**src/rtl/instr_mem_boot_loader_pkg.sv**
```systemverilog
`default_nettype none
// ============================================================================
// Module      : instr_mem_boot_loader_pkg
// Description : Shared types and constants for the instruction memory boot
//               loader (FSM state encoding, run/hold counter width).
// Revision    : 1.0 - initial release
// ============================================================================
package instr_mem_boot_loader_pkg;

    typedef enum logic [2:0] {
        BOOT_IDLE  = 3'd0,
        BOOT_HOLD  = 3'd1,
        BOOT_LOAD  = 3'd2,
        BOOT_CHECK = 3'd3,
        BOOT_RUN   = 3'd4,
        BOOT_DONE  = 3'd5,
        BOOT_ERR   = 3'd6
    } boot_state_e;

    localparam int RUN_CNT_W = 16;

endpackage
`default_nettype wire

```
**src/rtl/instr_mem_boot_loader_if.sv**
```systemverilog
`default_nettype none
// ============================================================================
// Module      : instr_mem_boot_loader_if
// Description : Boot stream (valid/ready) plus instruction memory write port.
//               slave  : the boot loader (consumes the stream, drives memory)
//               master : the environment (boot source and memory side)
// Ports       : s_valid, s_data, s_ready, im_we, im_addr, im_wdata
// Revision    : 1.0 - initial release
// ============================================================================
interface instr_mem_boot_loader_if #(
    parameter int XLEN = 32,
    parameter int IN_W = 8,
    parameter int AW   = 5
);
    logic            s_valid;
    logic [IN_W-1:0] s_data;
    logic            s_ready;
    logic            im_we;
    logic [AW-1:0]   im_addr;
    logic [XLEN-1:0] im_wdata;

    modport master (
        output s_valid, s_data,
        input  s_ready, im_we, im_addr, im_wdata
    );

    modport slave (
        input  s_valid, s_data,
        output s_ready, im_we, im_addr, im_wdata
    );
endinterface
`default_nettype wire

```
**src/rtl/instr_mem_boot_loader_packer.sv**
```systemverilog
`default_nettype none
// ============================================================================
// Module      : boot_word_packer
// Description : Assembles XLEN-bit words from IN_W-bit beats, little-endian
//               (first beat lands in the low bits).
// Ports       : clk, rst_n    - clock, async active-low reset
//               i_clear       - drop any partial word
//               i_beat_en     - a beat is transferred this cycle
//               i_beat_data   - beat payload
//               o_word_valid  - this beat completes a word
//               o_word        - completed word (valid with o_word_valid)
// Revision    : 1.0 - initial release
// ============================================================================
module boot_word_packer #(
    parameter int XLEN = 32,
    parameter int IN_W = 8
) (
    input  wire             clk,
    input  wire             rst_n,
    input  wire             i_clear,
    input  wire             i_beat_en,
    input  wire  [IN_W-1:0] i_beat_data,
    output logic            o_word_valid,
    output logic [XLEN-1:0] o_word
);
    localparam int c_BEATS = XLEN / IN_W;
    localparam int c_CW    = (c_BEATS > 1) ? $clog2(c_BEATS) : 1;

    logic [c_CW-1:0] r_beat_cnt;
    logic [XLEN-1:0] r_shift;
    logic [XLEN-1:0] w_shift_nxt;
    logic            w_last_beat;

    assign w_last_beat = (r_beat_cnt == c_CW'(c_BEATS - 1));

    // Shift right so that after BEATS beats the first one sits at bit 0.
    generate
        if (c_BEATS == 1) begin : g_single_beat
            assign w_shift_nxt = i_beat_data;
        end else begin : g_multi_beat
            assign w_shift_nxt = {i_beat_data, r_shift[XLEN-1:IN_W]};
        end
    endgenerate

    // The word is presented in the same cycle as its final beat so the
    // consumer can register the memory write on that very edge.
    assign o_word_valid = i_beat_en & w_last_beat;
    assign o_word       = w_shift_nxt;

    always_ff @(posedge clk or negedge rst_n) begin
        if (!rst_n) begin
            r_beat_cnt <= '0;
            r_shift    <= '0;
        end else if (i_clear) begin
            r_beat_cnt <= '0;
            r_shift    <= '0;
        end else if (i_beat_en) begin
            r_shift    <= w_shift_nxt;
            r_beat_cnt <= w_last_beat ? '0 : r_beat_cnt + c_CW'(1);
        end
    end
endmodule
`default_nettype wire

```
**src/rtl/instr_mem_boot_loader.sv**
```systemverilog
`default_nettype none
// ============================================================================
// Module      : instr_mem_boot_loader
// Description : Holds the core in reset, streams INSTR_MEM_DEPTH words into
//               instruction memory, verifies a trailing XOR checksum word,
//               then releases the core for run_cycles cycles and flags done.
// Ports       : clk, rst_n            - clock, async active-low reset
//               start, skip_load      - begin sequence / bypass the load
//               run_cycles            - core run length before done
//               bus (slave)           - boot stream in, memory write out
//               core_rst_n            - core reset (active-low)
//               busy, done, error     - sequence status
// Revision    : 1.0 - initial release
// ============================================================================
module instr_mem_boot_loader
    import instr_mem_boot_loader_pkg::*;
#(
    parameter int INSTR_MEM_DEPTH = 20,
    parameter int XLEN            = 32,
    parameter int IN_W            = 8,
    parameter int HOLD_CYCLES     = 5
) (
    input  wire                     clk,
    input  wire                     rst_n,
    input  wire                     start,
    input  wire                     skip_load,
    input  wire [RUN_CNT_W-1:0]     run_cycles,
    instr_mem_boot_loader_if.slave  bus,
    output logic                    core_rst_n,
    output logic                    busy,
    output logic                    done,
    output logic                    error
);
    localparam int c_AW = (INSTR_MEM_DEPTH > 1) ? $clog2(INSTR_MEM_DEPTH) : 1;
    localparam logic [RUN_CNT_W-1:0] c_HOLD_LAST = RUN_CNT_W'(HOLD_CYCLES - 1);
    localparam logic [c_AW-1:0]      c_LAST_IDX  = c_AW'(INSTR_MEM_DEPTH - 1);

    generate
        if ((XLEN % IN_W) != 0) begin : g_bad_width
            $error("instr_mem_boot_loader: XLEN must be a multiple of IN_W");
        end
        if (HOLD_CYCLES < 1) begin : g_bad_hold
            $error("instr_mem_boot_loader: HOLD_CYCLES must be at least 1");
        end
    endgenerate

    boot_state_e           r_state, w_state_nxt;
    logic [RUN_CNT_W-1:0]  r_cnt, r_run_cycles;
    logic                  r_skip;
    logic [c_AW-1:0]       r_idx;
    logic [XLEN-1:0]       r_csum;

    logic                  r_s_ready, r_im_we;
    logic [c_AW-1:0]       r_im_addr;
    logic [XLEN-1:0]       r_im_wdata;
    logic                  r_core_rst_n, r_busy, r_done, r_error;

    logic                  w_beat, w_word_valid, w_start_ok, w_run_last;
    logic [XLEN-1:0]       w_word;

    // Transfers are qualified by the registered ready, so nothing on the
    // stream inputs reaches an output without passing a flop.
    assign w_beat     = bus.s_valid & r_s_ready;
    assign w_start_ok = start & ((r_state == BOOT_IDLE) || (r_state == BOOT_DONE) ||
                                 (r_state == BOOT_ERR));
    // run_cycles == 0 still yields one RUN cycle.
    assign w_run_last = (r_run_cycles == '0) || (r_cnt == r_run_cycles - RUN_CNT_W'(1));

    boot_word_packer #(
        .XLEN (XLEN),
        .IN_W (IN_W)
    ) u_packer (
        .clk          (clk),
        .rst_n        (rst_n),
        .i_clear      (w_start_ok),
        .i_beat_en    (w_beat),
        .i_beat_data  (bus.s_data),
        .o_word_valid (w_word_valid),
        .o_word       (w_word)
    );

    always_ff @(posedge clk or negedge rst_n) begin
        if (!rst_n) r_state <= BOOT_IDLE;
        else        r_state <= w_state_nxt;
    end

    always_comb begin
        w_state_nxt = r_state;
        case (r_state)
            BOOT_IDLE, BOOT_DONE, BOOT_ERR: if (start) w_state_nxt = BOOT_HOLD;
            BOOT_HOLD:  if (r_cnt == c_HOLD_LAST) w_state_nxt = r_skip ? BOOT_RUN : BOOT_LOAD;
            BOOT_LOAD:  if (w_word_valid && (r_idx == c_LAST_IDX)) w_state_nxt = BOOT_CHECK;
            // r_csum already includes the last loaded word at this point.
            BOOT_CHECK: if (w_word_valid) w_state_nxt = (w_word == r_csum) ? BOOT_RUN : BOOT_ERR;
            BOOT_RUN:   if (w_run_last) w_state_nxt = BOOT_DONE;
            default:    w_state_nxt = BOOT_IDLE;
        endcase
    end

    // Status outputs are registered from the next state so they line up
    // exactly with the state they describe.
    always_ff @(posedge clk or negedge rst_n) begin
        if (!rst_n) begin
            r_cnt        <= '0;
            r_run_cycles <= '0;
            r_skip       <= 1'b0;
            r_idx        <= '0;
            r_csum       <= '0;
            r_s_ready    <= 1'b0;
            r_im_we      <= 1'b0;
            r_im_addr    <= '0;
            r_im_wdata   <= '0;
            r_core_rst_n <= 1'b0;
            r_busy       <= 1'b0;
            r_done       <= 1'b0;
            r_error      <= 1'b0;
        end else begin
            r_s_ready    <= (w_state_nxt == BOOT_LOAD) || (w_state_nxt == BOOT_CHECK);
            r_core_rst_n <= (w_state_nxt == BOOT_RUN) || (w_state_nxt == BOOT_DONE);
            r_busy       <= (w_state_nxt == BOOT_HOLD) || (w_state_nxt == BOOT_LOAD) ||
                            (w_state_nxt == BOOT_CHECK) || (w_state_nxt == BOOT_RUN);
            r_done       <= (w_state_nxt == BOOT_DONE);
            r_error      <= (w_state_nxt == BOOT_ERR);

            // Shared hold/run counter restarts on every state change.
            if (r_state != w_state_nxt)
                r_cnt <= '0;
            else if ((r_state == BOOT_HOLD) || (r_state == BOOT_RUN))
                r_cnt <= r_cnt + RUN_CNT_W'(1);

            r_im_we <= 1'b0;
            if ((r_state == BOOT_LOAD) && w_word_valid) begin
                r_im_we    <= 1'b1;
                r_im_addr  <= r_idx;
                r_im_wdata <= w_word;
                r_csum     <= r_csum ^ w_word;
                r_idx      <= r_idx + c_AW'(1);
            end

            if (w_start_ok) begin
                r_skip       <= skip_load;
                r_run_cycles <= run_cycles;
                r_idx        <= '0;
                r_csum       <= '0;
            end
        end
    end

    assign bus.s_ready  = r_s_ready;
    assign bus.im_we    = r_im_we;
    assign bus.im_addr  = r_im_addr;
    assign bus.im_wdata = r_im_wdata;
    assign core_rst_n   = r_core_rst_n;
    assign busy         = r_busy;
    assign done         = r_done;
    assign error        = r_error;
endmodule
`default_nettype wire
```
**src/flat_wrapper.sv**
```systemverilog
// flat-port wrapper written by rule: the top's interface ports become plain ports
module instr_mem_boot_loader_flat import instr_mem_boot_loader_pkg::*;
#(
    parameter int INSTR_MEM_DEPTH = 20,
    parameter int XLEN            = 32,
    parameter int IN_W            = 8,
    parameter int HOLD_CYCLES     = 5
)
  (clk, rst_n, start, skip_load, run_cycles, core_rst_n, busy, done, error, bus_s_valid, bus_s_data, bus_s_ready, bus_im_we, bus_im_addr, bus_im_wdata);
  instr_mem_boot_loader_if #(.XLEN(XLEN), .IN_W(IN_W)) bus_i ();
  input  wire clk;
  input  wire rst_n;
  input  wire start;
  input  wire skip_load;
  input  wire [RUN_CNT_W-1:0] run_cycles;
  output logic core_rst_n;
  output logic busy;
  output logic done;
  output logic error;
  input wire logic [$bits(bus_i.s_valid)-1:0] bus_s_valid;
  input wire logic [$bits(bus_i.s_data)-1:0] bus_s_data;
  output wire logic [$bits(bus_i.s_ready)-1:0] bus_s_ready;
  output wire logic [$bits(bus_i.im_we)-1:0] bus_im_we;
  output wire logic [$bits(bus_i.im_addr)-1:0] bus_im_addr;
  output wire logic [$bits(bus_i.im_wdata)-1:0] bus_im_wdata;
  assign bus_i.s_valid = bus_s_valid;
  assign bus_i.s_data = bus_s_data;
  assign bus_s_ready = bus_i.s_ready;
  assign bus_im_we = bus_i.im_we;
  assign bus_im_addr = bus_i.im_addr;
  assign bus_im_wdata = bus_i.im_wdata;
  instr_mem_boot_loader #(.INSTR_MEM_DEPTH(INSTR_MEM_DEPTH), .XLEN(XLEN), .IN_W(IN_W), .HOLD_CYCLES(HOLD_CYCLES)) u_core (.clk(clk), .rst_n(rst_n), .start(start), .skip_load(skip_load), .run_cycles(run_cycles), .bus(bus_i), .core_rst_n(core_rst_n), .busy(busy), .done(done), .error(error));
endmodule
```
**config.mk**
```make
export PLATFORM = sky130hd
export DESIGN_NAME = instr_mem_boot_loader_flat
export DESIGN_NICKNAME = d
export VERILOG_FILES = /design/src/rtl/instr_mem_boot_loader_pkg.sv /design/src/rtl/instr_mem_boot_loader_if.sv /design/src/rtl/instr_mem_boot_loader_packer.sv /design/src/rtl/instr_mem_boot_loader.sv /design/src/flat_wrapper.sv
export SDC_FILE = /design/constraint.sdc
export NUM_CORES = 1
export LEC_CHECK = 0
export ABC_AREA = 1
export CAP_MARGIN = 15
export CORE_ASPECT_RATIO = 0.5
export CORE_MARGIN = 5
export CORE_UTILIZATION = 60
export DETAILED_ROUTE_END_ITERATION = 16
export PLACE_DENSITY_LB_ADDON = 0.3
export REMOVE_ABC_BUFFERS = 1
export SLEW_MARGIN = 5
export SYNTH_ARGS = -nofsm -noshare
export SYNTH_HDL_FRONTEND = slang
export SYNTH_SLANG_ARGS = --single-unit
```
**constraint.sdc**
```tcl
create_clock -name clk -period 4.95 [get_ports clk]
set_input_delay 0.99 -clock clk [delete_from_list [all_inputs] [get_ports clk]]
set_output_delay 0.99 -clock clk [all_outputs]
set_load 0.02 [all_outputs]
```
==> impl_metrics.yaml <==
status:
  status: "finished clean"
timing:
  tns_ns: 0
  drv_slew: 0
  worstMarginPinSlew_ns: 0.930
  setup_ws_ns: 1.85
  finClkSkew_ns: 0.0109
  rsz0062_at_grt: "no"
  whs_ns: 0.479
  period_share_pct: 62.6
  finalCriticalPeriod_ns: 3.10
  relSlewSlack_pct: 37.9
  final_hold_viol_count: 0
  setup_viol: 0
  fmax_mhz: 323
route:
  remaining_drc_errors: 0
  vias_per_cell: 5.47
  vias: 5749
  wl_per_cell_um: 15.9
  drt_iter0_drc: 478
  dr.pass1.iters: 5
  antenna_left: 0
  wl_um: 16700
cells_and_area:
  finalNetCount: 928
  final_cell_mix: "nand2_1, dfrtp_1, o21ai_0, clkdlybuf4s50_1, inv_1"
  final_common_cell: "nand2_1"
  fin_cells: 1051
  diodes: 0
  syn2layout_area_growth_pct: 20.2
  nFillCells: 803
  drive_gt1_share_pct: 8.61
logic_synthesis:
  async_reset_ff_share_pct: 100
  netlist_area_um2: 6930
  ys_ff_latch: 142
  ys_warn_count: 0
  synth_compound_area_share_pct: 9.03
  synth_top_family_by_area: "simple AND/OR/NAND/NOR gates"
  synth-edff-count: 0
  yosys.area_share.adder_pct: 1.08
  seq_area_frac_synth_pct: 51.3
  synth_cell_types: 39
  syn_inst: 829
  ys.flop_type: "dfrtp_1"
  synth.area.mux_share_pct: 0
  avgSynthCellArea_um2: 8.35
  synth-xor-area-share_pct: 6.96
  synth-simple-area-share_pct: 25.5
global_routing:
  grt_remaining_overflow: 0
  grt.met1_usage_pct: 32.5
  antenna_found_initial: 0
  use_met2_pct: 42.6
  grt.total_usage_pct: 25.2
  grt-busiest-layer: "met2"
  grt_max_degree: 75
  grt_pass1_vias: 5693
  use_met3_pct: 6.43
  grt_pass1_wl_um: 28000
clock_network:
  cts.sinks: 142
  post_cts_buffers: 0
  cts-root-buf: "clkbuf_16"
  cts_hold_buf: 0
  cts_resized: 0
  clock_latency_ns: 0.43
  cts_tree: "yes"
  clk_transition_reported_paths_ns: 0.07
  clockBufferDepth: 2
  htreeDepth: 4
  cts_buffers: 17
min_path:
  min_from: "u_core.bus.im_wdata[28]"
  hold_depth: 2
  hold_path_class: "reg -> reg"
setup_path:
  end_kind: "flop"
  worst_r2r_endpoint: "u_core.u_packer.r_shift[8]"
  crit_end: "u_core.r_cnt[2]"
  critPathMaxFanout: 65
  crit_start: "bus_s_valid"
  crit_path_start_kind: "primary input"
  worstPathRequired_ns: 5.25
  regToRegStartpoint: "u_core.r_state[0]"
  r2r_cells: 8
  regToRegSetupSlack_ns: 2.13
  crit_type: "in -> reg"
  arrival_ns: 3.40
placement:
  dp_cells: 1019
  dp_hpwl_um: 10700
  portBuffers: 71
  place_congestion: 0.876
  pre_cts_ws_ns: 1.49
power_and_ir_drop:
  p_per_area_nw_per_um2: 528
  irDropWorstVdd_v: 0.000269
  p_leak_nw: 3.92
  power_w: 0.00440
die:
  rows: 27
  start_util_pct: 62.1
  die_x_um: 162
  io_pins: 72
  core_area_um2: 11100
  die_h_um: 86.0
  dieArea_um2: 13900
job:
  maxCapViolations: 0
## metrics by stage
step	utilization [%]	area, um^2
floorplan	-	6790
global placement	69.4	7730
detailed placement	69.4	7730
CTS	74.7	8330
global route	74.7	8330
finish	74.7	8330
## synth_stat cells, drive strengths merged, types with 7 or more instances
library cell  number  area (um^2)
a21oi             36          180
buf                7         47.6
clkbuf            24         91.3
dfrtp            142         3550
inv               75          282
nand2            238          926
nand3             46          243
nand4              9         56.3
nor2              66          305
nor3              23          120
o21ai             81          409
xnor2             13          114
xor2              42          368
## worst max-delay path: stages
cell and delay, ns:
clkdlybuf4s50_1 0.46, nand2_1 0.13, nor2_1 0.29, nand2_4 0.39
nor2_1 0.31, nand4_1 0.13, o2111ai_1 0.14, nor2_2 0.08
nand2_4 0.10, nand2_4 0.07, nand2_4 0.20, nor3_1 0.08
## worst min path at each step
stage,to,slack [ns]
after floorplan,u_core.r_idx[3],0.46
after global placement,u_core.bus.im_wdata[28],0.46
after detailed placement,u_core.bus.im_wdata[31],0.46
after CTS,u_core.bus.im_wdata[28],0.48
after global routing,u_core.bus.im_wdata[25],0.51
final,u_core.bus.im_wdata[28],0.48
## layout make-up
| class | instances | area, um^2 | share of cell area, % |
|---|---|---|---|
| Clock inverter | 15 | 168 | 2.01 |
| Multi-Input combinational cell | 581 | 2970 | 35.6 |
| Sequential cell | 142 | 3550 | 42.7 |
| Timing Repair Buffer | 76 | 749 | 9.00 |
| Clock buffer | 17 | 425 | 5.11 |
| Inverter | 75 | 282 | 3.38 |
| Tap cell | 145 | 181 | 2.18 |
## registers in the layout (all words and copies together), names as in the netlist
signal,count
u_core.bus.im_addr,5
u_core.bus.im_wdata,32
u_core.bus.im_we,1
u_core.bus.s_ready,1
u_core.busy,1
u_core.core_rst_n,1
u_core.done,1
u_core.error,1
u_core.r_cnt,16
u_core.r_csum,32
u_core.r_idx,5
u_core.r_run_cycles,16
u_core.r_skip,1
u_core.r_state,3
u_core.u_packer.r_beat_cnt,2
u_core.u_packer.r_shift,24
## kinds of logic (layout without fill, tap and decap cells)
family,Yosys count,in the layout
buf+inv,106,183
xor+xnor,55,55
simple gates,398,398
compound gates,122,122
flops,142,142
fa+ha+maj,6,6
## metal layers
metal	part of all wire (%)	vias up
li1	-	2782
met1	45	2761
met2	49	180
met3	4.9	26
met4	1.3	0
met5	0	-
## power breakdown
group | leakage (nW) | total (W) | switching, W | internal [W]
Clock | 0.294 | 0.00130 | 0.000578 | 0.000723
Combinational | 1.70 | 0.00145 | 0.000950 | 0.000497
Sequential | 1.92 | 0.00165 | 0.000239 | 0.00141
Total | 3.92 | 0.00440 | 0.00177 | 0.00263
No activity file was read; power rests on OpenSTA's default activity.
